**src/rtl/dcache_flush_seq_pkg.sv**
```systemverilog
// Shared constants and state encoding for the DCache flush sequencer.
package dcache_flush_seq_pkg;

    // Default cache geometry; the sequencer and its interface take these as parameter defaults.
    localparam int unsigned DEF_NUM_SETS   = 256;
    localparam int unsigned DEF_NUM_WAYS   = 8;
    localparam int unsigned DEF_PLEN       = 56;
    localparam int unsigned DEF_LINE_OFF_W = 4;

    // Walk states; explicit encodings so the raw 3-bit constants in the top stay in step.
    typedef enum logic [2:0] {
        FS_IDLE      = 3'd0,
        FS_WAIT_IDLE = 3'd1,
        FS_READ      = 3'd2,
        FS_CAPTURE   = 3'd3,
        FS_WB_REQ    = 3'd4,
        FS_WB_WAIT   = 3'd5,
        FS_INVAL     = 3'd6,
        FS_DONE      = 3'd7
    } flush_state_e;

    // Tag width left over once set index and line offset are taken out of the address.
    function automatic int unsigned calc_tag_w(input int unsigned plen,
                                               input int unsigned num_sets,
                                               input int unsigned line_off_w);
        return plen - $clog2(num_sets) - line_off_w;
    endfunction

endpackage

```
**src/rtl/dcache_flush_seq_if.sv**
```systemverilog
// Handshake bundle between the flush sequencer and controller / tag array / writeback / miss unit.
interface dcache_flush_seq_if
    import dcache_flush_seq_pkg::*;
#(
    parameter int unsigned NUM_SETS   = DEF_NUM_SETS,
    parameter int unsigned NUM_WAYS   = DEF_NUM_WAYS,
    parameter int unsigned PLEN       = DEF_PLEN,
    parameter int unsigned LINE_OFF_W = DEF_LINE_OFF_W
);
    localparam int unsigned IDX_W = $clog2(NUM_SETS);
    localparam int unsigned WAY_W = $clog2(NUM_WAYS);
    localparam int unsigned TAG_W = calc_tag_w(PLEN, NUM_SETS, LINE_OFF_W);

    logic                      flush_i;
    logic                      flush_ack_o;
    logic                      busy_o;
    logic                      miss_idle_i;
    logic                      tag_req_o;
    logic                      tag_gnt_i;
    logic [IDX_W-1:0]          tag_idx_o;
    logic [NUM_WAYS*TAG_W-1:0] tag_rdata_i;
    logic [NUM_WAYS-1:0]       valid_i;
    logic [NUM_WAYS-1:0]       dirty_i;
    logic                      wb_req_o;
    logic                      wb_gnt_i;
    logic [PLEN-1:0]           wb_addr_o;
    logic [WAY_W-1:0]          wb_way_o;
    logic                      wb_done_i;
    logic                      inval_req_o;
    logic                      inval_gnt_i;

    // Sequencer side.
    modport master (
        input  flush_i, miss_idle_i, tag_gnt_i, tag_rdata_i, valid_i, dirty_i,
               wb_gnt_i, wb_done_i, inval_gnt_i,
        output flush_ack_o, busy_o, tag_req_o, tag_idx_o, wb_req_o, wb_addr_o,
               wb_way_o, inval_req_o
    );

    // Controller / cache / miss-unit side.
    modport slave (
        output flush_i, miss_idle_i, tag_gnt_i, tag_rdata_i, valid_i, dirty_i,
               wb_gnt_i, wb_done_i, inval_gnt_i,
        input  flush_ack_o, busy_o, tag_req_o, tag_idx_o, wb_req_o, wb_addr_o,
               wb_way_o, inval_req_o
    );

endinterface

```
**src/rtl/dcache_flush_seq_lzc.sv**
```systemverilog
// Trailing-zero counter: index of the lowest set bit (0 when the input is all zeros).
module dcache_flush_seq_lzc #(
    parameter int unsigned WIDTH = 8,
    localparam int unsigned CNT_W = (WIDTH > 1) ? $clog2(WIDTH) : 1
) (
    input  logic [WIDTH-1:0] in_i,
    output logic [CNT_W-1:0] cnt_o
);

    // Scan from the top down so the lowest set bit is the last to win.
    always_comb begin
        cnt_o = '0;
        for (int i = WIDTH - 1; i >= 0; i--) begin
            if (in_i[i]) cnt_o = CNT_W'(i);
        end
    end

endmodule

```
**src/rtl/dcache_flush_seq.sv**
```systemverilog
// Write-back DCache flush sequencer: walks every set, writes back valid+dirty
// ways one at a time, invalidates the set, and acks once the last set is done.
module dcache_flush_seq
    import dcache_flush_seq_pkg::*;
#(
    parameter int unsigned NUM_SETS   = DEF_NUM_SETS,
    parameter int unsigned NUM_WAYS   = DEF_NUM_WAYS,
    parameter int unsigned PLEN       = DEF_PLEN,
    parameter int unsigned LINE_OFF_W = DEF_LINE_OFF_W
) (
    input logic                clk_i,
    input logic                rst_i,
    dcache_flush_seq_if.master bus
);

    localparam int unsigned IDX_W = $clog2(NUM_SETS);
    localparam int unsigned WAY_W = $clog2(NUM_WAYS);
    localparam int unsigned TAG_W = calc_tag_w(PLEN, NUM_SETS, LINE_OFF_W);

    localparam logic [2:0] ST_IDLE      = 3'(FS_IDLE);
    localparam logic [2:0] ST_WAIT_IDLE = 3'(FS_WAIT_IDLE);
    localparam logic [2:0] ST_READ      = 3'(FS_READ);
    localparam logic [2:0] ST_CAPTURE   = 3'(FS_CAPTURE);
    localparam logic [2:0] ST_WB_REQ    = 3'(FS_WB_REQ);
    localparam logic [2:0] ST_WB_WAIT   = 3'(FS_WB_WAIT);
    localparam logic [2:0] ST_INVAL     = 3'(FS_INVAL);
    localparam logic [2:0] ST_DONE      = 3'(FS_DONE);

    localparam logic [IDX_W-1:0] LAST_IDX = IDX_W'(NUM_SETS - 1);

    logic [2:0]                     state_q, state_d;
    logic [IDX_W-1:0]               idx_q, idx_d;
    logic [NUM_WAYS-1:0]            pend_q, pend_d;
    logic [NUM_WAYS-1:0][TAG_W-1:0] tags_q, tags_d;

    logic [WAY_W-1:0]    way;
    logic [NUM_WAYS-1:0] way_oh;
    logic [NUM_WAYS-1:0] cap_mask;
    logic                wb_active;

    // Lowest pending way is the next one to write back; pending is stable
    // across WB_REQ/WB_WAIT so the way (and address) cannot move under a request.
    dcache_flush_seq_lzc #(.WIDTH(NUM_WAYS)) i_lzc (
        .in_i  (pend_q),
        .cnt_o (way)
    );

    assign way_oh    = NUM_WAYS'(1) << way;
    assign cap_mask  = bus.valid_i & bus.dirty_i;
    assign wb_active = (state_q == ST_WB_REQ) || (state_q == ST_WB_WAIT);

    // Output decode: handshake requests follow the state; address/way are zero outside a writeback.
    always_comb begin
        bus.busy_o      = (state_q != ST_IDLE);
        bus.flush_ack_o = (state_q == ST_DONE);
        bus.tag_req_o   = (state_q == ST_READ);
        bus.wb_req_o    = (state_q == ST_WB_REQ);
        bus.inval_req_o = (state_q == ST_INVAL);
        bus.tag_idx_o   = idx_q;
        bus.wb_way_o    = '0;
        bus.wb_addr_o   = '0;
        if (wb_active) begin
            bus.wb_way_o  = way;
            bus.wb_addr_o = {tags_q[way], idx_q, {LINE_OFF_W{1'b0}}};
        end
    end

    // Walk FSM: next state, set index, pending-writeback mask and latched tags.
    always_comb begin
        state_d = state_q;
        idx_d   = idx_q;
        pend_d  = pend_q;
        tags_d  = tags_q;
        case (state_q)
            ST_IDLE: begin
                if (bus.flush_i) state_d = ST_WAIT_IDLE;
            end
            ST_WAIT_IDLE: begin
                if (bus.miss_idle_i) state_d = ST_READ;
            end
            ST_READ: begin
                if (bus.tag_gnt_i) state_d = ST_CAPTURE;
            end
            ST_CAPTURE: begin
                pend_d  = cap_mask;
                tags_d  = bus.tag_rdata_i;
                state_d = (cap_mask == '0) ? ST_INVAL : ST_WB_REQ;
            end
            ST_WB_REQ: begin
                if (bus.wb_gnt_i) state_d = ST_WB_WAIT;
            end
            ST_WB_WAIT: begin
                if (bus.wb_done_i) begin
                    pend_d  = pend_q & ~way_oh;
                    state_d = ((pend_q & ~way_oh) == '0) ? ST_INVAL : ST_WB_REQ;
                end
            end
            ST_INVAL: begin
                if (bus.inval_gnt_i) begin
                    if (idx_q == LAST_IDX) begin
                        state_d = ST_DONE;
                    end else begin
                        idx_d   = idx_q + IDX_W'(1);
                        state_d = ST_READ;
                    end
                end
            end
            ST_DONE: begin
                // flush_i is not looked at here; the controller drops it after seeing the ack.
                idx_d   = '0;
                state_d = ST_IDLE;
            end
            default: state_d = ST_IDLE;
        endcase
    end

    // State registers; reset abandons any walk in progress without an ack.
    always_ff @(posedge clk_i) begin
        if (rst_i) begin
            state_q <= ST_IDLE;
            idx_q   <= '0;
            pend_q  <= '0;
            tags_q  <= '0;
        end else begin
            state_q <= state_d;
            idx_q   <= idx_d;
            pend_q  <= pend_d;
            tags_q  <= tags_d;
        end
    end

endmodule

```
**src/flat_wrapper.sv**
```systemverilog
// flat-port wrapper written by rule: the top's interface ports become plain ports
module dcache_flush_seq_flat import dcache_flush_seq_pkg::*;
#(
    parameter int unsigned NUM_SETS   = DEF_NUM_SETS,
    parameter int unsigned NUM_WAYS   = DEF_NUM_WAYS,
    parameter int unsigned PLEN       = DEF_PLEN,
    parameter int unsigned LINE_OFF_W = DEF_LINE_OFF_W
)
  (clk_i, rst_i, bus_flush_i, bus_miss_idle_i, bus_tag_gnt_i, bus_tag_rdata_i, bus_valid_i, bus_dirty_i, bus_wb_gnt_i, bus_wb_done_i, bus_inval_gnt_i, bus_flush_ack_o, bus_busy_o, bus_tag_req_o, bus_tag_idx_o, bus_wb_req_o, bus_wb_addr_o, bus_wb_way_o, bus_inval_req_o);
  dcache_flush_seq_if #(.NUM_SETS(NUM_SETS), .NUM_WAYS(NUM_WAYS), .PLEN(PLEN), .LINE_OFF_W(LINE_OFF_W)) bus_i ();
  input logic clk_i;
  input logic rst_i;
  input wire logic [$bits(bus_i.flush_i)-1:0] bus_flush_i;
  input wire logic [$bits(bus_i.miss_idle_i)-1:0] bus_miss_idle_i;
  input wire logic [$bits(bus_i.tag_gnt_i)-1:0] bus_tag_gnt_i;
  input wire logic [$bits(bus_i.tag_rdata_i)-1:0] bus_tag_rdata_i;
  input wire logic [$bits(bus_i.valid_i)-1:0] bus_valid_i;
  input wire logic [$bits(bus_i.dirty_i)-1:0] bus_dirty_i;
  input wire logic [$bits(bus_i.wb_gnt_i)-1:0] bus_wb_gnt_i;
  input wire logic [$bits(bus_i.wb_done_i)-1:0] bus_wb_done_i;
  input wire logic [$bits(bus_i.inval_gnt_i)-1:0] bus_inval_gnt_i;
  output wire logic [$bits(bus_i.flush_ack_o)-1:0] bus_flush_ack_o;
  output wire logic [$bits(bus_i.busy_o)-1:0] bus_busy_o;
  output wire logic [$bits(bus_i.tag_req_o)-1:0] bus_tag_req_o;
  output wire logic [$bits(bus_i.tag_idx_o)-1:0] bus_tag_idx_o;
  output wire logic [$bits(bus_i.wb_req_o)-1:0] bus_wb_req_o;
  output wire logic [$bits(bus_i.wb_addr_o)-1:0] bus_wb_addr_o;
  output wire logic [$bits(bus_i.wb_way_o)-1:0] bus_wb_way_o;
  output wire logic [$bits(bus_i.inval_req_o)-1:0] bus_inval_req_o;
  assign bus_i.flush_i = bus_flush_i;
  assign bus_i.miss_idle_i = bus_miss_idle_i;
  assign bus_i.tag_gnt_i = bus_tag_gnt_i;
  assign bus_i.tag_rdata_i = bus_tag_rdata_i;
  assign bus_i.valid_i = bus_valid_i;
  assign bus_i.dirty_i = bus_dirty_i;
  assign bus_i.wb_gnt_i = bus_wb_gnt_i;
  assign bus_i.wb_done_i = bus_wb_done_i;
  assign bus_i.inval_gnt_i = bus_inval_gnt_i;
  assign bus_flush_ack_o = bus_i.flush_ack_o;
  assign bus_busy_o = bus_i.busy_o;
  assign bus_tag_req_o = bus_i.tag_req_o;
  assign bus_tag_idx_o = bus_i.tag_idx_o;
  assign bus_wb_req_o = bus_i.wb_req_o;
  assign bus_wb_addr_o = bus_i.wb_addr_o;
  assign bus_wb_way_o = bus_i.wb_way_o;
  assign bus_inval_req_o = bus_i.inval_req_o;
  dcache_flush_seq #(.NUM_SETS(NUM_SETS), .NUM_WAYS(NUM_WAYS), .PLEN(PLEN), .LINE_OFF_W(LINE_OFF_W)) u_core (.clk_i(clk_i), .rst_i(rst_i), .bus(bus_i));
endmodule
```
**config.mk**
```make
export PLATFORM = sky130hd
export DESIGN_NAME = dcache_flush_seq_flat
export DESIGN_NICKNAME = d
export VERILOG_FILES = /design/src/rtl/dcache_flush_seq_pkg.sv /design/src/rtl/dcache_flush_seq_if.sv /design/src/rtl/dcache_flush_seq_lzc.sv /design/src/rtl/dcache_flush_seq.sv /design/src/flat_wrapper.sv
export SDC_FILE = /design/constraint.sdc
export NUM_CORES = 1
export LEC_CHECK = 0
export CAP_MARGIN = 30
export CORE_ASPECT_RATIO = 0.9
export CORE_MARGIN = 1.5
export CORE_UTILIZATION = 50
export CTS_BUF_LIST = sky130_fd_sc_hd__clkbuf_8
export DETAILED_ROUTE_END_ITERATION = 8
export GPL_TIMING_DRIVEN = 0
export MAX_ROUTING_LAYER = met4
export PLACE_DENSITY_LB_ADDON = 0.1
export SYNTH_ARGS = -nofsm -noshare
export SYNTH_HDL_FRONTEND = slang
export SYNTH_HIERARCHICAL = 1
export SYNTH_SLANG_ARGS = --single-unit
```
**constraint.sdc**
```tcl
create_clock -name clk_i -period 3.3 [get_ports clk_i]
set_clock_uncertainty 0.15 [all_clocks]
set_input_delay 0.66 -clock clk_i [delete_from_list [all_inputs] [get_ports clk_i]]
set_output_delay 0.66 -clock clk_i [all_outputs]
set_load 0.02 [all_outputs]
```
==> metrics.txt <==
# TYPE chip_impl_metric gauge
chip_impl_metric{name="core-area",unit="mm²"} 0.0318
chip_impl_metric{name="via_count_of_the_first_global_routing_pass",unit=""} 16400
chip_impl_metric{name="fin_ws",unit="ns"} -0.494
chip_impl_metric{name="syn_area_per_cell",unit="µm²"} 8.38
chip_impl_metric{name="preCtsSetupSlack",unit="ns"} -1.05
chip_impl_info{name="cell_by_cell_trace_of_the_critical_path",value="o41ai_4 > buf_12 > buf_6 > buf_12 > buf_6 > mux4_2 > mux2i_1 > nor2_1 > buf_4"} 1
chip_impl_metric{name="overflow",unit=""} 0
chip_impl_metric{name="route.detailed.vias_per_inst",unit=""} 5.68
chip_impl_metric{name="achievable-frequency",unit="GHz"} 0.264
chip_impl_metric{name="vias",unit=""} 16700
chip_impl_metric{name="placementRows",unit=""} 62
chip_impl_info{name="combinational_family_with_the_most_area_after_synthesis",value="simple AND/OR/NAND/NOR gates"} 1
chip_impl_info{name="reg2reg_to",value="u_core/tags_q[3]"} 1
chip_impl_metric{name="drc",unit=""} 0
chip_impl_metric{name="sink_count",unit=""} 371
chip_impl_info{name="ys_top_cells_by_area",value="sky130_fd_sc_hd__dfxtp_1 (46%), sky130_fd_sc_hd__nand2_1 (17%), sky130_fd_sc_hd__mux4_2 (12%)"} 1
chip_impl_info{name="hold-path-endpoint",value="u_core/tags_q[104]"} 1
chip_impl_metric{name="setup-violations-final",unit=""} 47
chip_impl_metric{name="static-leakage-power",unit="nW"} 7.93
chip_impl_metric{name="synthDistinctLibCells",unit=""} 56
chip_impl_info{name="outcome",value="finished, violations left"} 1
chip_impl_metric{name="yosys.area_share.adder",unit="%"} 0.0779
chip_impl_metric{name="io_pins",unit=""} 448
chip_impl_metric{name="grt_max_degree",unit=""} 16
chip_impl_metric{name="finalCritPeriodShare",unit="%"} 115
chip_impl_info{name="failed_checks",value="setup timing"} 1
chip_impl_metric{name="cp.buffers_inverters",unit=""} 5
chip_impl_metric{name="synth_compound_area_share",unit="%"} 13.2
chip_impl_metric{name="cts.htree.levels",unit=""} 2
chip_impl_metric{name="worst-path-max-fanout",unit=""} 6
chip_impl_info{name="synth_largest_area_cell",value="sky130_fd_sc_hd__dfxtp_1"} 1
chip_impl_metric{name="synthSimpleGateAreaFrac",unit="%"} 20.3
chip_impl_metric{name="layout-area-overhead-vs-synth",unit="%"} 44.5
chip_impl_info{name="hold_class",value="flip-flop to flip-flop"} 1
chip_impl_metric{name="worst_r2r_path_depth",unit=""} 7
chip_impl_info{name="holdCritStartpoint",value="u_core/tags_q[104]"} 1
chip_impl_info{name="crit_type",value="flip-flop to output port"} 1
chip_impl_metric{name="nets",unit=""} 2850
chip_impl_metric{name="timing.max_slew.rel_slack",unit="%"} 40.7
chip_impl_metric{name="drive_gt1_share",unit="%"} 15.5
chip_impl_metric{name="sequential_cell_area",unit="mm²"} 0.00745
chip_impl_metric{name="ant_nets",unit=""} 0
chip_impl_metric{name="netlist.area_leader.share",unit="%"} 46.2
chip_impl_metric{name="area_of_combinational_cells_with_multiple_inputs",unit="mm²"} 0.00796
chip_impl_metric{name="total_number_of_yosys_warnings",unit=""} 6
chip_impl_metric{name="netlist_instances",unit=""} 1917
chip_impl_metric{name="drtIter0Drc",unit=""} 1596
chip_impl_metric{name="netlist_area",unit="mm²"} 0.0161
chip_impl_info{name="tritoncts",value="built"} 1
chip_impl_metric{name="finalPower",unit="mW"} 10.4
chip_impl_metric{name="drt-pass1-iter-count",unit=""} 5
chip_impl_info{name="cpLargestDelayFamily",value="buffers and inverters"} 1
chip_impl_metric{name="groute.usage.overall",unit="%"} 38.9
chip_impl_metric{name="worstSkewPairLatency",unit="ns"} 0.62
chip_impl_info{name="ctsRootBufferMaster",value="sky130_fd_sc_hd__clkbuf_8"} 1
chip_impl_info{name="synth_ff_type",value="sky130_fd_sc_hd__dfxtp_1"} 1
chip_impl_metric{name="final-max-slew-violation-count",unit=""} 0
chip_impl_metric{name="power_density",unit="mW/mm²"} 447
chip_impl_metric{name="clock_tree.buffer_depth",unit=""} 3
chip_impl_metric{name="synth_seq_cells",unit=""} 371
chip_impl_metric{name="period_minus_slack",unit="ns"} 3.79
chip_impl_metric{name="reg_to_reg_slack_setup",unit="ns"} 0.17
chip_impl_metric{name="timing.critical_path.required",unit="ns"} 2.49
chip_impl_metric{name="detailedPlacementHpwl",unit="µm"} 46200
chip_impl_metric{name="max_slew.worst_pin.slew",unit="ns"} 0.889
chip_impl_metric{name="final_core_util",unit="%"} 73.0
chip_impl_info{name="layout_commonest_cell",value="sky130_fd_sc_hd__nand2_1"} 1
chip_impl_metric{name="critPathMaxStageDelay",unit="ns"} 0.54
chip_impl_metric{name="wl_per_cell",unit="µm"} 22.0
chip_impl_metric{name="fillCellCount",unit=""} 2540
chip_impl_metric{name="synth-edff-count",unit=""} 0
chip_impl_metric{name="chip_width",unit="µm"} 192
chip_impl_metric{name="irDropWorstVdd",unit="V"} 0.000336
chip_impl_info{name="crit_path_start_kind",value="flip-flop"} 1
chip_impl_metric{name="path_clk_slew",unit="ns"} 0.06
chip_impl_metric{name="grt_pass1_wl",unit="µm"} 93500
chip_impl_metric{name="gp_routability_congestion",unit=""} 0.932
chip_impl_info{name="cpMaxStageDelayCell",value="sky130_fd_sc_hd__mux4_2"} 1
chip_impl_metric{name="ctsHoldBuffers",unit=""} 0
chip_impl_metric{name="cap_violations",unit=""} 0
chip_impl_info{name="cp-end-kind",value="output port"} 1
chip_impl_metric{name="share_of_cell_area_taken_by_muxes_after_synthesis",unit="%"} 15.2
chip_impl_metric{name="die-area",unit="mm²"} 0.0332
chip_impl_metric{name="async_set_or_reset_register_ratio_after_synthesis",unit="%"} 0
chip_impl_metric{name="initial_utilization",unit="%"} 50.5
chip_impl_metric{name="crit_arrival",unit="ns"} 2.98
chip_impl_metric{name="post_synth_xor_area_fraction",unit="%"} 0.273
chip_impl_metric{name="detail_route.wirelength",unit="µm"} 64900
chip_impl_metric{name="io_buffers",unit=""} 442
chip_impl_metric{name="synth_sequential_area_ratio",unit="%"} 46.2
chip_impl_metric{name="grt_antenna_before_repair",unit=""} 15
chip_impl_metric{name="hold-path-cell-count",unit=""} 2
chip_impl_metric{name="chipHeight",unit="µm"} 173
chip_impl_metric{name="cts-buffers-inserted",unit=""} 60
chip_impl_info{name="worst_r2r_startpoint",value="u_core/state_q[0]"} 1
chip_impl_metric{name="final-hold-violation-count",unit=""} 0
chip_impl_info{name="unrepaired_setup_endpoints_after_global_routing",value="yes"} 1
chip_impl_info{name="layout.cells.most_common_list",value="sky130_fd_sc_hd__nand2_1 (711), sky130_fd_sc_hd__clkdlybuf4s50_1 (396), sky130_fd_sc_hd__dfxtp_1 (363)"} 1
worst max path at each step:
stage                     startpoint           endpoint  slack [ns]  cells past startpoint
CTS                 u_core/pend_q[0]  bus_wb_addr_o[22]       -0.47                     10
global placement    u_core/pend_q[6]  bus_wb_addr_o[41]       -1.01                      8
detailed placement  u_core/pend_q[6]  bus_wb_addr_o[41]       -1.05                      8
floorplan           u_core/pend_q[5]  bus_wb_addr_o[37]        0.26                      9
finish              u_core/pend_q[0]  bus_wb_addr_o[54]       -0.49                      9
global route        u_core/pend_q[0]  bus_wb_addr_o[22]       -0.54                     10
cell type report:
| cell class | count | area share, % |
|---|---|---|
| antenna | 15 | 0.162 |
| inverter | 7 | 0.113 |
| multi-input combinational | 1379 | 34.3 |
| clock inverter | 30 | 0.787 |
| buffer | 158 | 4.03 |
| tap | 416 | 2.24 |
| timing repair buffer | 496 | 21.7 |
| sequential | 371 | 32.1 |
| clock buffer | 78 | 4.62 |
Yosys cell counts, drive strengths merged (3+ instances only):
cell type    n
a211oi       3
a21oi      360
a221oi       3
a32oi        7
and2        11
buf         81
clkbuf      82
dfxtp      371
inv          7
mux2i       44
mux4        88
nand2      712
nand2b       5
nand3        3
nand3b       3
nor2        72
nor3         8
nor4         4
o21ai       14
xor2         3
worst reg2reg max path, delay by kind of cell (launching register included):
family / cells / cell delay [ns]
compound gates: 1 / 0.17
flops: 1 / 0.30
simple gates: 2 / 0.41
buf+inv: 4 / 2.01
flip-flops by register name, indices dropped and copies added (netlist names):
signal / cells
u_core/bus.tag_idx_o: 8
u_core/pend_q: 8
u_core/state_q: 3
u_core/tags_q: 352
stage by stage:
stage	TNS, ns	hold slack, ns	instances	cell area (µm²)
after global routing	-19.90	0.314	2950	23200
after floorplan	0	0.283	1920	16100
final	-16.99	0.304	2950	23200
after detailed placement	-40.01	0.293	2779	21000
after global placement	-38.40	0.288	2778	21000
after CTS	-18.07	0.301	2927	23100
cells by family after synthesis:
family | count (synthesis)
XOR/XNOR | 5
other | 1
buffers and inverters | 170
adder cells (fa/ha/maj) | 1
AND/OR/NAND/NOR | 833
AO/OA/AOI/OAI | 402
flip-flops | 371
multiplexers | 134
per-layer routing:
layer / track usage [%] / share of wire [%] / up-vias
li1: - / - / 7608
met1: 49.2 / 39 / 7911
met2: 60.2 / 46 / 1035
met3: 6.80 / 10 / 191
met4: 18.8 / 4.7 / 0
met5: - / 0 / -
repair_timing:
item,CTS,global route
endpoints found under the hold margin,0,0
resized for setup,336,36
setup buffers,34,13
cloned,8,2
setup endpoints to repair,57,56
pin swaps,13,16
where the power goes:
part / leakage [nW] / total [mW] / switching [mW] / internal, mW
Clock: 0.718 / 4.13 / 1.87 / 2.26
Combinational: 4.22 / 1.60 / 0.758 / 0.841
Sequential: 3.00 / 4.64 / 0.0610 / 4.58
Total: 7.93 / 10.4 / 2.69 / 7.69
No activity file was read; power rests on OpenSTA's default activity.
